--- config.mk ---
export PLATFORM = sky130hd
export DESIGN_NAME = spad_ring_ctrl
export DESIGN_NICKNAME = d
export VERILOG_FILES = /design/src/rtl/spad_ring_ctrl.sv
export SDC_FILE = /design/constraint.sdc
export NUM_CORES = 1
export LEC_CHECK = 0
export BUFFER_PORTS_ARGS = -buffer_cell sky130_fd_sc_hd__clkbuf_2
export CAP_MARGIN = 20
export CORE_ASPECT_RATIO = 1.25
export CORE_MARGIN = 3
export CORE_UTILIZATION = 32
export DETAILED_ROUTE_END_ITERATION = 10
export MAX_ROUTING_LAYER = met4
export PLACE_DENSITY = 0.78
export REMOVE_ABC_BUFFERS = 1
export SLEW_MARGIN = 20
export SYNTH_ARGS = -nofsm -noshare
export SYNTH_HDL_FRONTEND = slang
export SYNTH_SLANG_ARGS = --single-unit
--- constraint.sdc ---
create_clock -name clk -period 3.1 [get_ports clk]
set_input_delay 0.62 -clock clk [delete_from_list [all_inputs] [get_ports clk]]
set_output_delay 0.62 -clock clk [all_outputs]
set_load 0.01 [all_outputs]
--- src/rtl/spad_ring_ctrl.sv ---
// rtl/spad_ring_ctrl.sv - scratchpad ring-buffer FIFO controller; SPAD_CTRL_WATERMARK_EN adds peak_count
module spad_ring_ctrl #(
   parameter int DATA_WIDTH = 16,
   parameter int ADDR_WIDTH = 3,
   parameter int PAR_WRITE  = 2,
   parameter int PAR_READ   = 1
) (
   input  logic                             clk,
   input  logic                             rst_n,
   input  logic                             flush,
   input  logic                             in_valid,
   output logic                             in_ready,
   input  logic [PAR_WRITE*DATA_WIDTH-1:0]  in_data,
   output logic                             out_valid,
   input  logic                             out_ready,
   output logic [PAR_READ*DATA_WIDTH-1:0]   out_data,
   output logic                             sp_wen,
   output logic [ADDR_WIDTH-1:0]            sp_waddr,
   output logic [PAR_WRITE*DATA_WIDTH-1:0]  sp_din,
   output logic [ADDR_WIDTH-1:0]            sp_raddr,
   input  logic [PAR_READ*DATA_WIDTH-1:0]   sp_dout,
   output logic [ADDR_WIDTH:0]              count
`ifdef SPAD_CTRL_WATERMARK_EN
   ,
   output logic [ADDR_WIDTH:0]              peak_count
`endif
);

   localparam int DEPTH = 2**ADDR_WIDTH;
   localparam logic [ADDR_WIDTH:0]   DEPTH_C = (ADDR_WIDTH+1)'(DEPTH);
   localparam logic [ADDR_WIDTH:0]   PW_C    = (ADDR_WIDTH+1)'(PAR_WRITE);
   localparam logic [ADDR_WIDTH:0]   PR_C    = (ADDR_WIDTH+1)'(PAR_READ);
   // Pointer steps modulo DEPTH; a step equal to DEPTH wraps to zero.
   localparam logic [ADDR_WIDTH-1:0] PW_STEP = ADDR_WIDTH'(PAR_WRITE % DEPTH);
   localparam logic [ADDR_WIDTH-1:0] PR_STEP = ADDR_WIDTH'(PAR_READ % DEPTH);

   // Aligned, non-straddling bursts need DEPTH to be a multiple of both group sizes.
   generate
      if ((PAR_WRITE < 1) || (PAR_READ < 1) || (PAR_WRITE > DEPTH) || (PAR_READ > DEPTH) ||
          ((DEPTH % PAR_WRITE) != 0) || ((DEPTH % PAR_READ) != 0)) begin : g_bad_cfg
         $fatal(1, "spad_ring_ctrl: DEPTH must be a multiple of PAR_WRITE and PAR_READ");
      end
   endgenerate

   logic [ADDR_WIDTH-1:0] wptr;
   logic [ADDR_WIDTH-1:0] rptr;
   logic [ADDR_WIDTH:0]   count_q;
   logic [ADDR_WIDTH:0]   count_next;
   logic [ADDR_WIDTH:0]   space;
   logic                  push;
   logic                  pop;

   // Handshakes from registered occupancy only; same-cycle pops never free room for a push.
   always_comb begin
      space      = DEPTH_C - count_q;
      in_ready   = rst_n & ~flush & (space >= PW_C);
      out_valid  = rst_n & ~flush & (count_q >= PR_C);
      push       = in_valid & in_ready;
      pop        = out_valid & out_ready;
      count_next = count_q + (push ? PW_C : '0) - (pop ? PR_C : '0);
   end

   assign sp_wen   = push;
   assign sp_waddr = wptr;
   assign sp_din   = in_data;
   assign sp_raddr = rptr;
   assign out_data = sp_dout;
   assign count    = count_q;

   // Pointer and occupancy registers; reset and flush both drop everything held.
   always_ff @(posedge clk) begin
      if (!rst_n) begin
         wptr    <= '0;
         rptr    <= '0;
         count_q <= '0;
      end else if (flush) begin
         wptr    <= '0;
         rptr    <= '0;
         count_q <= '0;
      end else begin
         if (push) wptr <= wptr + PW_STEP;
         if (pop)  rptr <= rptr + PR_STEP;
         count_q <= count_next;
      end
   end

`ifdef SPAD_CTRL_WATERMARK_EN
   // High-water mark of occupancy since the last reset or flush.
   always_ff @(posedge clk) begin
      if (!rst_n) begin
         peak_count <= '0;
      end else if (flush) begin
         peak_count <= '0;
      end else if (count_next > peak_count) begin
         peak_count <= count_next;
      end
   end
`endif

endmodule

* After elaboration in Yosys (flattened, before gate mapping)
Cells that the tools add are included.
** Word-level totals
- Flip-flop bits (word level) :: 10
- Input bits :: 53
- Output and inout bits :: 61
- Logic and storage cells :: 20
** Cells by class
- Add/subtract/negate cells :: 5
- Magnitude comparators :: 2
- Mux-type cells :: 2
- Bitwise logic cells :: 7
- Reduce and logical (&&, ||, !) cells :: 1
** Operator list (count)
- $and A1 B1 Y1 :: 5
- $add A4 B2 Y4 :: 1
- $ge A4 B1 Y1 const B :: 1
- $ge A4 B2 Y1 const B :: 1
- $sub A4 B1 Y4 :: 1
- $sub A4 B4 Y4 const A :: 1
- $add A3 B1 Y3 const B :: 1
- $add A3 B2 Y3 const B :: 1
- $mux W2 :: 1
- $not A1 Y1 :: 2
- $reduce_or A2 Y1 :: 1
- $mux W1 :: 1

* Depth between registers and ports, before layout
Gate-level depths: netlist (run 1).
- Depth after elaboration :: 7
- Gate-level depth with buffers :: 12
- Depth with buffers taken out :: 12

* Worst setup path after synthesis (run 1)
OpenSTA, ideal clock, no wires.
- Path kind :: register to register
- Start point :: register count_q[0], in the netlist count[0]
- End point :: register count_q[2], in the netlist count[2]
- Library setup time :: 0.115 ns
- Data arrival time :: 2.278 ns
- Required time :: 2.985 ns
- Path slack :: 0.707 ns
- Cell stages (with the launch flop) :: 12
- Path buffers :: 0
- Clock period less this slack :: 2.393 ns
- Path through :: dfxtp_1 inv_1 ha_1 xnor2_1 nor3_4 a21boi_2 nand2_1 ha_1 inv_1 ha_1 fa_1 and2_1
** On the way
- Word-level cells in the longest chain between the ends :: 7
- Elaborated cells between the ends (all ways) :: 11
- Those cells by class :: 3 x add/sub; 2 x order compare; 2 x mux; 4 x bitwise
** RTL lines
- start: declaration :: line 47 : logic [ADDR_WIDTH:0] count_q;
- start signal: assignment :: line 83 : count_q <= count_next;
- $sub A4 B4 Y4 :: line 55 : space = DEPTH_C - count_q;
- $ge A4 B2 Y1 :: line 56 : in_ready = rst_n & ~flush & (space >= PW_C);
- $and A1 B1 Y1 :: line 56
- $and A1 B1 Y1 :: line 58 : push = in_valid & in_ready;
- $mux W2 :: line 60 : count_next = count_q + (push ? PW_C : '0) - (pop ? PR_C : '0);
- $add A4 B2 Y4 :: line 60
- $sub A4 B1 Y4 * :: line 60
- via count_next[2] :: line 48 : logic [ADDR_WIDTH:0] count_next;
The timed path passes the listed nets; every way through them passes the cells marked *.
A chain may end at the register's enable or synchronous reset.

* Worst setup path in the final report (run 1)
- Start point :: register count_q[0], in the netlist count[0]
- End point :: register count_q[3], in the netlist count[3]
** On the way
- Word-level cells in the longest chain between the ends :: 7
- Elaborated cells between the ends (all ways) :: 11
- Those cells by class :: 3 x add/sub; 2 x order compare; 2 x mux; 4 x bitwise
** RTL lines (line)
- $sub A4 B4 Y4 :: 55
- $ge A4 B2 Y1 :: 56
- $and A1 B1 Y1 :: 56
- $and A1 B1 Y1 :: 58
- $mux W2 :: 60
- $add A4 B2 Y4 :: 60
- $sub A4 B1 Y4 * :: 60
Every way passes the cells marked *; elsewhere a longest branch is shown, timed or not.

==> reports/results.ini, run 1 <==
[power]
p_sw_w = 0.000100
p_leak_nw = 0.374
p_per_area_nw_per_um2 = 412
seq_power_share_pct = 41.7
intPower_w = 0.000210
swShare_pct = 32.4
combPwrFrac_pct = 27.6
power_frac_clock_pct = 30.7
peakVddDrop_uv = 143

[setup_path]
crit_chain = inv_1, ha_1, xnor2_1, nor3_4, a21boi_2, nand2_1, ha_1, inv_1, ha_1, fa_1, xor2_1, nor2_1
worstSetupStartpoint = count[0]
critPathArrivalTime_ns = 2.69
cp.required_ns = 3.26
crit_path_max_incr_delay_ns = 0.42
crit_path_frequent_cell = ha_1
worstReg2RegStart = count[0]
reg2reg_depth = 12
criticalPathCategory = register to register
worstSetupEndpointType = register
slowest_stage = dfxtp_1
startpoint_type = register
crit_fanout = 4

[finish]
instances_no_fill = 120
nets = 151
finish.utilization_pct = 27.0
drive_above_1_share_pct = 26.7
area_growth_pct = -22.3
diodes = 0

[placement]
numPortBuffers = 16
dp_cells = 116
place_congestion = 0.935
dp_slack_ns = 0.575
dp.final_hpwl_um = 3870

[yosys]
dominantRegCellSynth = dfxtp_1
syn_inst = 115
yosysUniqueCellTypes = 22
ys_seq_area_share_pct = 18.6
yosys_warnings = 0
syn_area_per_cell_um2 = 8.43
synth-async-reset-ratio_pct = 0
netlist_area_um2 = 970
ys_seq_elements = 9
synth-edff-count = 0

[die]
dieArea_um2 = 3730
ios = 114
die_w_um = 55.2
row_count = 21
initial_core_util_pct = 34.8
core-area_um2 = 2790
die_y_um = 67.5

[route]
via_per_inst = 4.93
drt.antenna.violating_nets = 0
drc = 0
drt-total-wl_um = 4150
drt-initial-drc-count = 2
via_count = 592
avgRoutedWirePerCell_um = 34.6
drtPass1Iterations = 2

[sta]
period_share_pct = 81.7
period_minus_slack_ns = 2.53
grt_setup_unrepaired = false
setup_viol = 0
slew_viol_final = 0
max_freq_mhz = 395
finalClockSkew_ns = 0.00410
finalSetupTns_ns = 0
worst_slack_ns = 0.567
hold-worst-slack_ns = 0.469
hold_viol_final = 0

[grt]
grt_antenna_before_repair = 0
grt_util_all_layers_pct = 23.3
grt-ovfl-total = 0
grt_pass1_vias = 577
grt_pass1_wl_um = 5380
grt_start_max_net_pins = 15

[min_path]
hold_class = register to register
min_path_cells = 1
hp-start = sp_raddr[2]

[job]
maxCapViolCount = 0

[cts]
clk_latency_ns = 0.27
cts-htree-levels = 1
post_cts_buffers = 0
cts_buffers = 3
root_buffer = clkbuf_4
hold_buffers = 0
clockBufferDepth = 2
numClockSinks = 9
cts_tree = done
post_cts_resized = 0
clk_pin_slew_ns = 0.07

[status]
status = finished, final reports clean

-- placed cells by master (no fill, tap or decap) --
cell type  netlist  layout
a21boi_2         1       1
a21oi_1          2       2
and2_1           4       4
buf_4           49       1
clkbuf_1         0       1
clkbuf_2         0      16
clkbuf_4         0       3
conb_1           1       1
dfxtp_1          9       9
fa_1             1       1
ha_1            10      10
inv_1           10      10
mux2i_1          5       5
nand2_1          7       7
nand2b_1         3       3
nand3_1          1       1
nand4_1          1       1
nor2_1           2       2
nor2b_1          2       2
nor3_2           1       1
nor3_4           1       1
o21ai_1          1       1
xnor2_1          2       2
xor2_1           1       1
-- power groups by stage --
stage                      logic, W  clock network (W)  registers [W]
final                     0.0000857          0.0000952       0.000129
after global routing      0.0000989           0.000109       0.000130
after CTS                 0.0000864          0.0000974       0.000129
after detailed placement  0.0000855                  0       0.000132
after global placement    0.0000828                  0       0.000131
after floorplan           0.0000594                  0       0.000133
-- Yosys cell counts, types with 2 or more instances --
library cell   n  share of area (%)
xnor2_1        2                1.8
mux2i_1        5                5.2
nor2_1         2               0.77
a21oi_1        2                1.0
ha_1          10                 13
buf_4         49                 38
dfxtp_1        9                 19
nor2b_1        2                1.3
nand2b_1       3                1.9
inv_1         10                3.9
nand2_1        7                2.7
and2_1         4                2.6
-- worst max-delay path, delay by kind of cell, from the launching register on --
| family | cells | cell delay, ns |
|---|---|---|
| and+or+nand+nor | 3 | 0.21 |
| adders and majority gates | 4 | 1.06 |
| buffers and inverters | 2 | 0.18 |
| AOI/OAI and AO/OA | 1 | 0.18 |
| xor gates and xnor gates | 2 | 0.37 |
| DFF | 1 | 0.42 |
-- stage by stage --
stage | instance area (um2) | power [W]
2_1_floorplan | 597 | 0.000192
3_3_place_gp | 727 | 0.000214
3_5_place_dp | 727 | 0.000217
4_1_cts | 753 | 0.000313
5_1_grt | 753 | 0.000338
6_report | 753 | 0.000310
-- final timing paths --
check                     end  slack [ns]
setup / recovery     count[3]        0.57
hold reg to reg   sp_raddr[2]        0.47
hold / removal    sp_raddr[2]        0.47
setup reg to reg     count[3]        0.57
-- routing by layer --
| metal | up-vias | wire (um) | track usage [%] |
|---|---|---|---|
| met4 | 0 | 238 | 12.8 |
| met5 | - | 0 | - |
| met3 | 13 | 1380 | 34.6 |
| met2 | 84 | 1910 | 37.1 |
| li1 | 246 | - | - |
| met1 | 249 | 630 | 9.71 |
-- cell type report --
cell class,count,area (um2)
Clock buffer,4,26.3
Fill cell,326,2030
Inverter,10,37.5
Multi-Input combinational cell,46,379
Sequential cell,9,180
Tap cell,34,42.5
Timing Repair Buffer,17,87.6
-- kinds of logic (layout without fill, tap and decap cells) --
kind of cell    count (synthesis)  after routing  share of synthesized area, %
simple gates                   22             22                          13.2
compound gates                  4              4                          2.71
xor+xnor                        3              3                          2.71
buf+inv                        60             31                          42.3
fa+ha+maj                      11             11                          15.0
mux                             5              5                          5.16
flops                           9              9                          18.6
other cells                     1              1                         0.387
-- state kept, by name (all words and copies together) (netlist names) --
signal and cells:
sp_raddr 3, count 4, sp_waddr 2
No activity file was read; power rests on OpenSTA's default activity.
==> inputs of run 2 (changes only) <==
Clock period 3.1 ns to 2.5 ns, I/O delays scaled along.
==> reports/results.ini, run 2 (synthesis gave the netlist of run 1 again) <==
[setup_path]
rrSetupSlack_ns = 0.15
crit_chain = inv_1, ha_1, xnor2_2, nor3_4, a21boi_2, nand2_1, ha_1, inv_1, ha_1, fa_1, xor2_1, nor2_1
critPathBufInv = 2
criticalPathCategory = register to register
reg2reg_depth = 12
worstSetupEndpointType = register
slowest_stage = fa_1
cp.required_ns = 2.65
path_delay_family = adder cells
startpoint_type = register
worst-path-stages = 12
crit_path_max_incr_delay_ns = 0.38
r2r_end = count[3]
critPathArrivalTime_ns = 2.50
crit_end = count[3]
crit_fanout = 4
crit_path_frequent_cell = ha_1
worstReg2RegStart = count[0]
worstSetupStartpoint = count[0]

[finish]
area_growth_pct = -18.1
drive_above_1_share_pct = 32.2
largest_reg_flops = 4
finish.utilization_pct = 28.5
layout_commonest_cell = clkbuf_2
design_area_um2 = 795
diodes = 0
final_cell_mix = clkbuf_2, inv_1, ha_1, dfxtp_1, nand2_1
nets = 155

[power]
p_leak_nw = 0.405
peakVddDrop_uv = 251
swShare_pct = 31.7
intPower_w = 0.000269
power_frac_clock_pct = 28.7
combPwrFrac_pct = 30.8
p_sw_w = 0.000125
p_per_area_nw_per_um2 = 497
seq_power_share_pct = 40.5

[cts]
root_buffer = clkbuf_4
cts-htree-levels = 1
numClockSinks = 9
cts_tree = done
clk_latency_ns = 0.26
clk_pin_slew_ns = 0.06
cts_buffers = 3
clockBufferDepth = 2

[die]
core-area_um2 = 2790
initial_core_util_pct = 34.8
die_w_um = 55.2
ios = 114
row_count = 21
dieArea_um2 = 3730
die_y_um = 67.5

[route]
drt-initial-drc-count = 11
drtPass1Iterations = 4
drt-total-wl_um = 4170
drc = 0
via_per_inst = 4.84
via_count = 600
drt.antenna.violating_nets = 0
avgRoutedWirePerCell_um = 33.6

[grt]
grt_antenna_before_repair = 0
grt-ovfl-total = 0
grt_start_max_net_pins = 8
grt_pass1_vias = 659
grt_util_all_layers_pct = 23.9
grt_pass1_wl_um = 5640

[sta]
worst_slack_ns = 0.153
slew_viol_final = 0
max_freq_mhz = 426
finalClockSkew_ns = 0.00353
period_share_pct = 93.9
setup_viol = 0
hold_viol_final = 0
period_minus_slack_ns = 2.35

[min_path]
hold_class = register to register

[placement]
dp.final_hpwl_um = 3890
place_congestion = 0.935
dpl_cell_area_um2 = 749
dp_slack_ns = 0.0654
numPortBuffers = 16

[status]
status = finished, final reports clean

[job]
maxCapViolCount = 0

==> run 2: cell types whose count changed in the layout (fill, tap and decap cells not counted) <==
| cell | delta |
|---|---|
| buf_4 | +4 |
| o21ai_1 | -1 |
| o21ai_2 | +1 |
| xnor2_1 | -1 |
| xnor2_2 | +1 |
==> run 2: what timing repair did <==
action                     4_1_cts  5_1_grt
hold endpoints to repair         0        0
setup endpoints to repair        0        2
hold buffers                     0        0
gates resized for setup          0        2
setup buffers                    0        1
==> run 2: power groups by stage <==
stage / Sequential [W] / Clock (W) / Combinational [W]
5_1_grt: 0.000161 / 0.000125 / 0.000139
6_report: 0.000160 / 0.000113 / 0.000122
3_3_place_gp: 0.000162 / 0 / 0.000107
4_1_cts: 0.000159 / 0.000120 / 0.000114
2_1_floorplan: 0.000165 / 0 / 0.0000736
3_5_place_dp: 0.000162 / 0 / 0.000112
==> run 2: final cells by class <==
type                       instances  area, um2
clock buffer                       4       26.3
fill                             325       1990
tap                               34       42.5
timing repair buffer              21        118
multi-input combinational         46        390
sequential                         9        180
inverter                          10       37.5
==> run 2: through the flow <==
step / setup TNS, ns / total power (W) / cells / hold slack [ns]
after global placement: 0 / 0.000269 / 119 / 0.449
after detailed placement: 0 / 0.000275 / 119 / 0.459
after CTS: 0 / 0.000393 / 123 / 0.472
after floorplan: 0 / 0.000239 / 65 / 0.478
after global routing: -0.00421 / 0.000425 / 124 / 0.501
final: 0 / 0.000395 / 124 / 0.465
==> run 2: metal layers <==
metal	up-vias	track usage, %	share of wire, %
li1	253	-	-
met1	254	10.3	16
met5	-	-	0
met3	12	33.3	32
met4	0	12.8	4.8
met2	81	39.6	47
==> run 2: worst min path at each step <==
stage | cells after the start | start | to
floorplan | 1 | sp_raddr[2] | sp_raddr[2]
global placement | 1 | sp_raddr[2] | sp_raddr[2]
detailed placement | 1 | sp_raddr[2] | sp_raddr[2]
CTS | 1 | sp_raddr[2] | sp_raddr[2]
global route | 1 | sp_raddr[2] | sp_raddr[2]
finish | 1 | sp_raddr[2] | sp_raddr[2]
